===== src/rtl/data_frame_parser.sv =====
// Receiver for header/data/footer framed 64-bit words: strips framing, forwards payload
// through a single output register, and reports per-frame info and error statistics.
module data_frame_parser #(
    parameter int         DIN_WIDTH              = 64,
    parameter int         MAX_FRAME_LENGTH       = 200,
    parameter int         TIME_STAMP_WIDTH       = 48,
    parameter int         FIRST_TIME_STAMP_WIDTH = 24,
    parameter logic [7:0] HEADER_ID              = 8'hAA,
    parameter logic [7:0] FOOTER_ID              = 8'h55
) (
    input  logic                        CLK,
    input  logic                        RESETN,
    input  logic                        iVALID,
    output logic                        oREADY,
    input  logic [DIN_WIDTH-1:0]        DIN,
    output logic                        oVALID,
    input  logic                        iREADY,
    output logic [DIN_WIDTH-1:0]        DOUT,
    output logic                        oLAST,
    output logic                        INFO_VALID,
    output logic [7:0]                  INFO_CHANNEL,
    output logic [TIME_STAMP_WIDTH-1:0] INFO_TIMESTAMP,
    output logic [7:0]                  INFO_LENGTH,
    output logic [1:0]                  INFO_ERR,
    output logic [31:0]                 FRAME_CNT,
    output logic [15:0]                 ERR_CNT
);

    localparam int         LP_HI_TS_W = TIME_STAMP_WIDTH - FIRST_TIME_STAMP_WIDTH;
    localparam logic [7:0] LP_MAX_LEN = 8'(MAX_FRAME_LENGTH);

    typedef enum logic [1:0] {
        ST_HUNT,
        ST_DATA,
        ST_FOOTER
    } state_t;

    state_t r_state;
    state_t w_nextState;

    logic [7:0]                        r_channel;
    logic [7:0]                        r_length;
    logic [FIRST_TIME_STAMP_WIDTH-1:0] r_tsLo;
    logic [7:0]                        r_count;

    logic                              r_outValid;
    logic                              r_outLast;
    logic [DIN_WIDTH-1:0]              r_outData;

    logic                              r_infoValid;
    logic [7:0]                        r_infoChannel;
    logic [TIME_STAMP_WIDTH-1:0]       r_infoTimestamp;
    logic [7:0]                        r_infoLength;
    logic [1:0]                        r_infoErr;
    logic [31:0]                       r_frameCnt;
    logic [15:0]                       r_errCnt;

    logic       w_ready;
    logic       w_accept;
    logic [7:0] w_marker;
    logic [7:0] w_hdrLength;
    logic       w_isHeader;
    logic       w_lengthOk;
    logic       w_footMarkErr;
    logic       w_lenErr;
    logic       w_hdrGood;
    logic       w_hdrBad;
    logic       w_dataTake;
    logic       w_footTake;
    logic       w_unused;

    assign w_marker      = DIN[63:56];
    assign w_hdrLength   = DIN[47:40];
    assign w_isHeader    = (w_marker == HEADER_ID);
    assign w_lengthOk    = (w_hdrLength != 8'd0) && (w_hdrLength <= LP_MAX_LEN);
    assign w_footMarkErr = (w_marker != FOOTER_ID);
    assign w_lenErr      = ~w_footMarkErr & (DIN[31:24] != r_length);
    assign w_unused      = ^DIN[15:0];

    // Only the data phase is throttled by the output register; framing words are always taken.
    assign w_ready  = (r_state == ST_DATA) ? (~r_outValid | iREADY) : 1'b1;
    assign w_accept = iVALID & w_ready;

    always_ff @(posedge CLK) begin
        if (!RESETN) begin
            r_state <= ST_HUNT;
        end else begin
            r_state <= w_nextState;
        end
    end

    always_comb begin
        w_nextState = r_state;
        w_hdrGood   = 1'b0;
        w_hdrBad    = 1'b0;
        w_dataTake  = 1'b0;
        w_footTake  = 1'b0;
        case (r_state)
            ST_HUNT: begin
                if (w_accept && w_isHeader) begin
                    if (w_lengthOk) begin
                        w_hdrGood   = 1'b1;
                        w_nextState = ST_DATA;
                    end else begin
                        w_hdrBad = 1'b1;
                    end
                end
            end
            ST_DATA: begin
                if (w_accept) begin
                    w_dataTake = 1'b1;
                    if (r_count == 8'd1) begin
                        w_nextState = ST_FOOTER;
                    end
                end
            end
            ST_FOOTER: begin
                if (w_accept) begin
                    w_footTake  = 1'b1;
                    w_nextState = ST_HUNT;
                end
            end
            default: begin
                w_nextState = ST_HUNT;
            end
        endcase
    end

    always_ff @(posedge CLK) begin
        if (!RESETN) begin
            r_channel <= '0;
            r_length  <= '0;
            r_tsLo    <= '0;
            r_count   <= '0;
        end else if (w_hdrGood) begin
            r_channel <= DIN[55:48];
            r_length  <= w_hdrLength;
            r_tsLo    <= DIN[16 +: FIRST_TIME_STAMP_WIDTH];
            r_count   <= w_hdrLength;
        end else if (w_dataTake) begin
            r_count   <= r_count - 8'd1;
        end
    end

    // A stalled word keeps its data; the register empties only when the consumer takes it
    // and nothing new arrives on the same edge.
    always_ff @(posedge CLK) begin
        if (!RESETN) begin
            r_outValid <= 1'b0;
            r_outLast  <= 1'b0;
            r_outData  <= '0;
        end else if (w_dataTake) begin
            r_outValid <= 1'b1;
            r_outLast  <= (r_count == 8'd1);
            r_outData  <= DIN;
        end else if (r_outValid && iREADY) begin
            r_outValid <= 1'b0;
            r_outLast  <= 1'b0;
        end
    end

    always_ff @(posedge CLK) begin
        if (!RESETN) begin
            r_infoValid     <= 1'b0;
            r_infoChannel   <= '0;
            r_infoTimestamp <= '0;
            r_infoLength    <= '0;
            r_infoErr       <= '0;
        end else begin
            r_infoValid <= w_footTake;
            if (w_footTake) begin
                r_infoChannel   <= r_channel;
                r_infoTimestamp <= {DIN[32 +: LP_HI_TS_W], r_tsLo};
                r_infoLength    <= r_length;
                r_infoErr       <= {w_lenErr, w_footMarkErr};
            end
        end
    end

    // Rejected headers and bad frames share the saturating error counter.
    always_ff @(posedge CLK) begin
        if (!RESETN) begin
            r_frameCnt <= '0;
            r_errCnt   <= '0;
        end else begin
            if (w_footTake && !w_footMarkErr && !w_lenErr) begin
                r_frameCnt <= r_frameCnt + 32'd1;
            end
            if ((w_hdrBad || (w_footTake && (w_footMarkErr || w_lenErr))) && (r_errCnt != 16'hFFFF)) begin
                r_errCnt <= r_errCnt + 16'd1;
            end
        end
    end

    assign oREADY         = w_ready;
    assign oVALID         = r_outValid;
    assign oLAST          = r_outLast;
    assign DOUT           = r_outData;
    assign INFO_VALID     = r_infoValid;
    assign INFO_CHANNEL   = r_infoChannel;
    assign INFO_TIMESTAMP = r_infoTimestamp;
    assign INFO_LENGTH    = r_infoLength;
    assign INFO_ERR       = r_infoErr;
    assign FRAME_CNT      = r_frameCnt;
    assign ERR_CNT        = r_errCnt;

endmodule


===== config.mk =====
export PLATFORM = sky130hd
export DESIGN_NAME = data_frame_parser
export DESIGN_NICKNAME = d
export VERILOG_FILES = /design/src/rtl/data_frame_parser.sv
export SDC_FILE = /design/constraint.sdc
export NUM_CORES = 1
export LEC_CHECK = 0
export CAP_MARGIN = 20
export CORE_MARGIN = 4
export CORE_UTILIZATION = 48
export DETAILED_ROUTE_END_ITERATION = 6
export PLACE_DENSITY = 0.8
export SLEW_MARGIN = 20
export SYNTH_ARGS = -nofsm -noshare
export SYNTH_HDL_FRONTEND = slang
export SYNTH_SLANG_ARGS = --single-unit
export TNS_END_PERCENT = 20

===== constraint.sdc =====
create_clock -name CLK -period 2.9 [get_ports CLK]
set_input_delay 0.435 -clock CLK [delete_from_list [all_inputs] [get_ports CLK]]
set_output_delay 0.435 -clock CLK [all_outputs]
set_load 0.01 [all_outputs]

==> metrics.cfg <==
[cells_and_area]
nets=1385
layout-drive-gt1-share_pct=5.80
final_cell_mix=nand2_1, clkdlybuf4s50_1, dfxtp_1, a21oi_1, nor2_1
num_antenna_cells=0
stdcell_count=1556
fill_cells=1439
syn_to_final_growth_pct=40.1
layout_commonest_cell=nand2_1

[sta]
rsz0062_at_grt=false
hold_viol=0
finalMaxSlewViolations=0
worst_slew_pin_slew_ns=0.760
fmax_ghz=0.413
fin_ws_ns=0.480
setup-violations-final=0
fin_crit_ns=2.42
relSlewSlack_pct=49.3
skew_ns=0.00963
finalCritPeriodShare_pct=83.5
setup_tns_ns=0

[global_routing]
grt.total_usage_pct=23.1
grt_pass1_wl_um=39600
gr-total-overflow=0
grt_pass1_vias=7821
grt_max_degree=69
antenna_found_initial=0

[worst_setup_path]
worstPathMaxFanout=5
start_kind=flop
setup.worst_path.end_class=output port
worstPathRequired_ns=2.47
critical-path-max-stage-delay_ns=0.57
worstPathArrival_ns=1.99
crit_slowest_cell=clkdlybuf4s50_1
crit_type=flop to output port
worstPathCellList=nor2b_1 > nand2b_1 > clkdlybuf4s50_1

[clocking]
hold_buffers=0
cts.htree.levels=1
clkTransAtPathRegs_ns=0.06
clockBufferDepth=3
tritoncts=done
clock_sinks=231
cts_root_buf=clkbuf_16
insertion_delay_ns=0.50
numCtsBuffers=24
cts_resized=0
post-cts-setup-buffers=0

[placed_design]
dp_cells=1516
hpwlAfterDp_um=17600
io_buffers=249
gp_congestion=0.839
dp_worst_setup_slack_ns=0.0328

[synth]
synth_edf_count=0
ys_types=49
synth-seq-area-share_pct=51.8
syn_inst=1078
synth_seq_cells=231
synth_flop_cell=dfxtp_1
synthArstFlopShare_pct=0
yosysWarnings=0
avgSynthCellArea_um2=8.29
syn-cell-area_um2=8930
syn_nets=1150

[route]
ant_nets=0
avgViaCountPerCell=5.34
wirelength_um=25500
num_vias=8310
drt_iter0_markers=428
route.detailed.drc=0
wl_per_cell_um=16.4
dr.pass1.iters=5

[die]
die_w_um=144
row_count=49
die_h_um=144
top_level_ports=250
core-area_um2=18100
die-area_um2=20900
start_util_pct=49.2

[run_status]
status=complete, no violations

[worst_hold_path]
hp-class=flop to flop

[power]
power.density_nw_per_um2=511
leakagePower_nw=4.12
vdd_drop_max_mv=0.508

[job]
drv_cap=0

==> where the power goes <==
group / total [mW] / switching (mW) / internal [mW]
clock: 3.01 / 1.21 / 1.80
sequential: 3.18 / 0.00102 / 3.17
combinational: 0.217 / 0.110 / 0.107
total: 6.40 / 1.32 / 5.08
==> layer usage <==
layer,wire (um),vias to the layer above,track usage (%)
met2,12100,286,39.0
met1,10600,3885,28.8
met3,2120,46,6.25
met5,0,-,0
li1,-,4093,-
met4,708,0,7.22
==> cell usage after synthesis (4+ instances only) <==
| cell type | number | area [um^2] |
|---|---|---|
| nand2_1 | 292 | 1100 |
| dfxtp_1 | 231 | 4620 |
| a21oi_1 | 150 | 751 |
| nor2_1 | 78 | 293 |
| clkbuf_1 | 56 | 210 |
| mux2i_1 | 44 | 440 |
| nand3_1 | 20 | 100 |
| o21ai_0 | 18 | 90.1 |
| nor3_1 | 16 | 80.1 |
| xnor2_1 | 16 | 140 |
| nand2b_1 | 15 | 93.8 |
| xor2_1 | 15 | 131 |
| inv_1 | 13 | 48.8 |
| nand4_1 | 13 | 81.3 |
| nor4_1 | 13 | 81.3 |
| or3_1 | 11 | 68.8 |
| buf_1 | 7 | 26.3 |
| nor4b_1 | 7 | 61.3 |
| and3_1 | 6 | 37.5 |
| a31oi_1 | 5 | 31.3 |
| o31ai_1 | 5 | 37.5 |
| ha_1 | 4 | 50.1 |
==> flip-flops by register name, summed over array words and instances, names as in the netlist <==
signal / flops
INFO_VALID: 1
oVALID: 1
r_channel: 8
INFO_TIMESTAMP: 48
FRAME_CNT: 32
r_state: 2
INFO_ERR: 2
INFO_CHANNEL: 8
r_count: 8
r_tsLo: 24
oLAST: 1
r_length: 8
INFO_LENGTH: 8
ERR_CNT: 16
DOUT: 64
==> cell type report <==
cell class | instances | area [um^2] | area share, %
Sequential cell | 231 | 4620 | 36.9
Timing Repair Buffer | 276 | 2760 | 22.0
Clock inverter | 5 | 50.0 | 0.400
Clock buffer | 35 | 723 | 5.78
Inverter | 14 | 57.6 | 0.460
Tap cell | 229 | 287 | 2.29
Multi-Input combinational cell | 766 | 4020 | 32.1
==> worst max-delay path, delay by kind of cell (launching register included) <==
family | cells | cell delay [ns]
buf+inv | 1 | 0.57
simple gates | 2 | 0.52
flops | 1 | 0.39
==> final timing paths <==
check	cells after the start	slack [ns]	end	startpoint
max reg2reg	6	0.51	FRAME_CNT[31]	FRAME_CNT[6]
min reg2reg	2	0.45	INFO_TIMESTAMP[17]	r_tsLo[17]
max	3	0.48	oREADY	r_state[0]
min	2	0.45	INFO_TIMESTAMP[17]	r_tsLo[17]
==> logic make-up after synthesis <==
logic type               count (synthesis)  synth area share (%)
flip-flops                             231                  51.8
AO/OA/AOI/OAI                          191                  11.4
adder cells (fa/ha/maj)                  4                 0.560
AND/OR/NAND/NOR                        496                  24.8
buffers and inverters                   81                  3.53
XOR/XNOR                                31                  3.04
multiplexers                            44                  4.93
==> per-stage QoR <==
stage | total power [mW] | hold slack [ns] | instance area, um^2 | utilization [%]
3_5_place_dp | 3.46 | 0.443 | 11700 | 64.7
2_1_floorplan | 3.31 | 0.431 | 8930 | -
5_1_grt | 6.61 | 0.464 | 12500 | 69.0
4_1_cts | 6.46 | 0.451 | 12500 | 69.0
3_3_place_gp | 3.46 | 0.436 | 11700 | 64.7
6_report | 6.40 | 0.450 | 12500 | 69.0
Note: power is estimated with default switching activity, not from simulation.
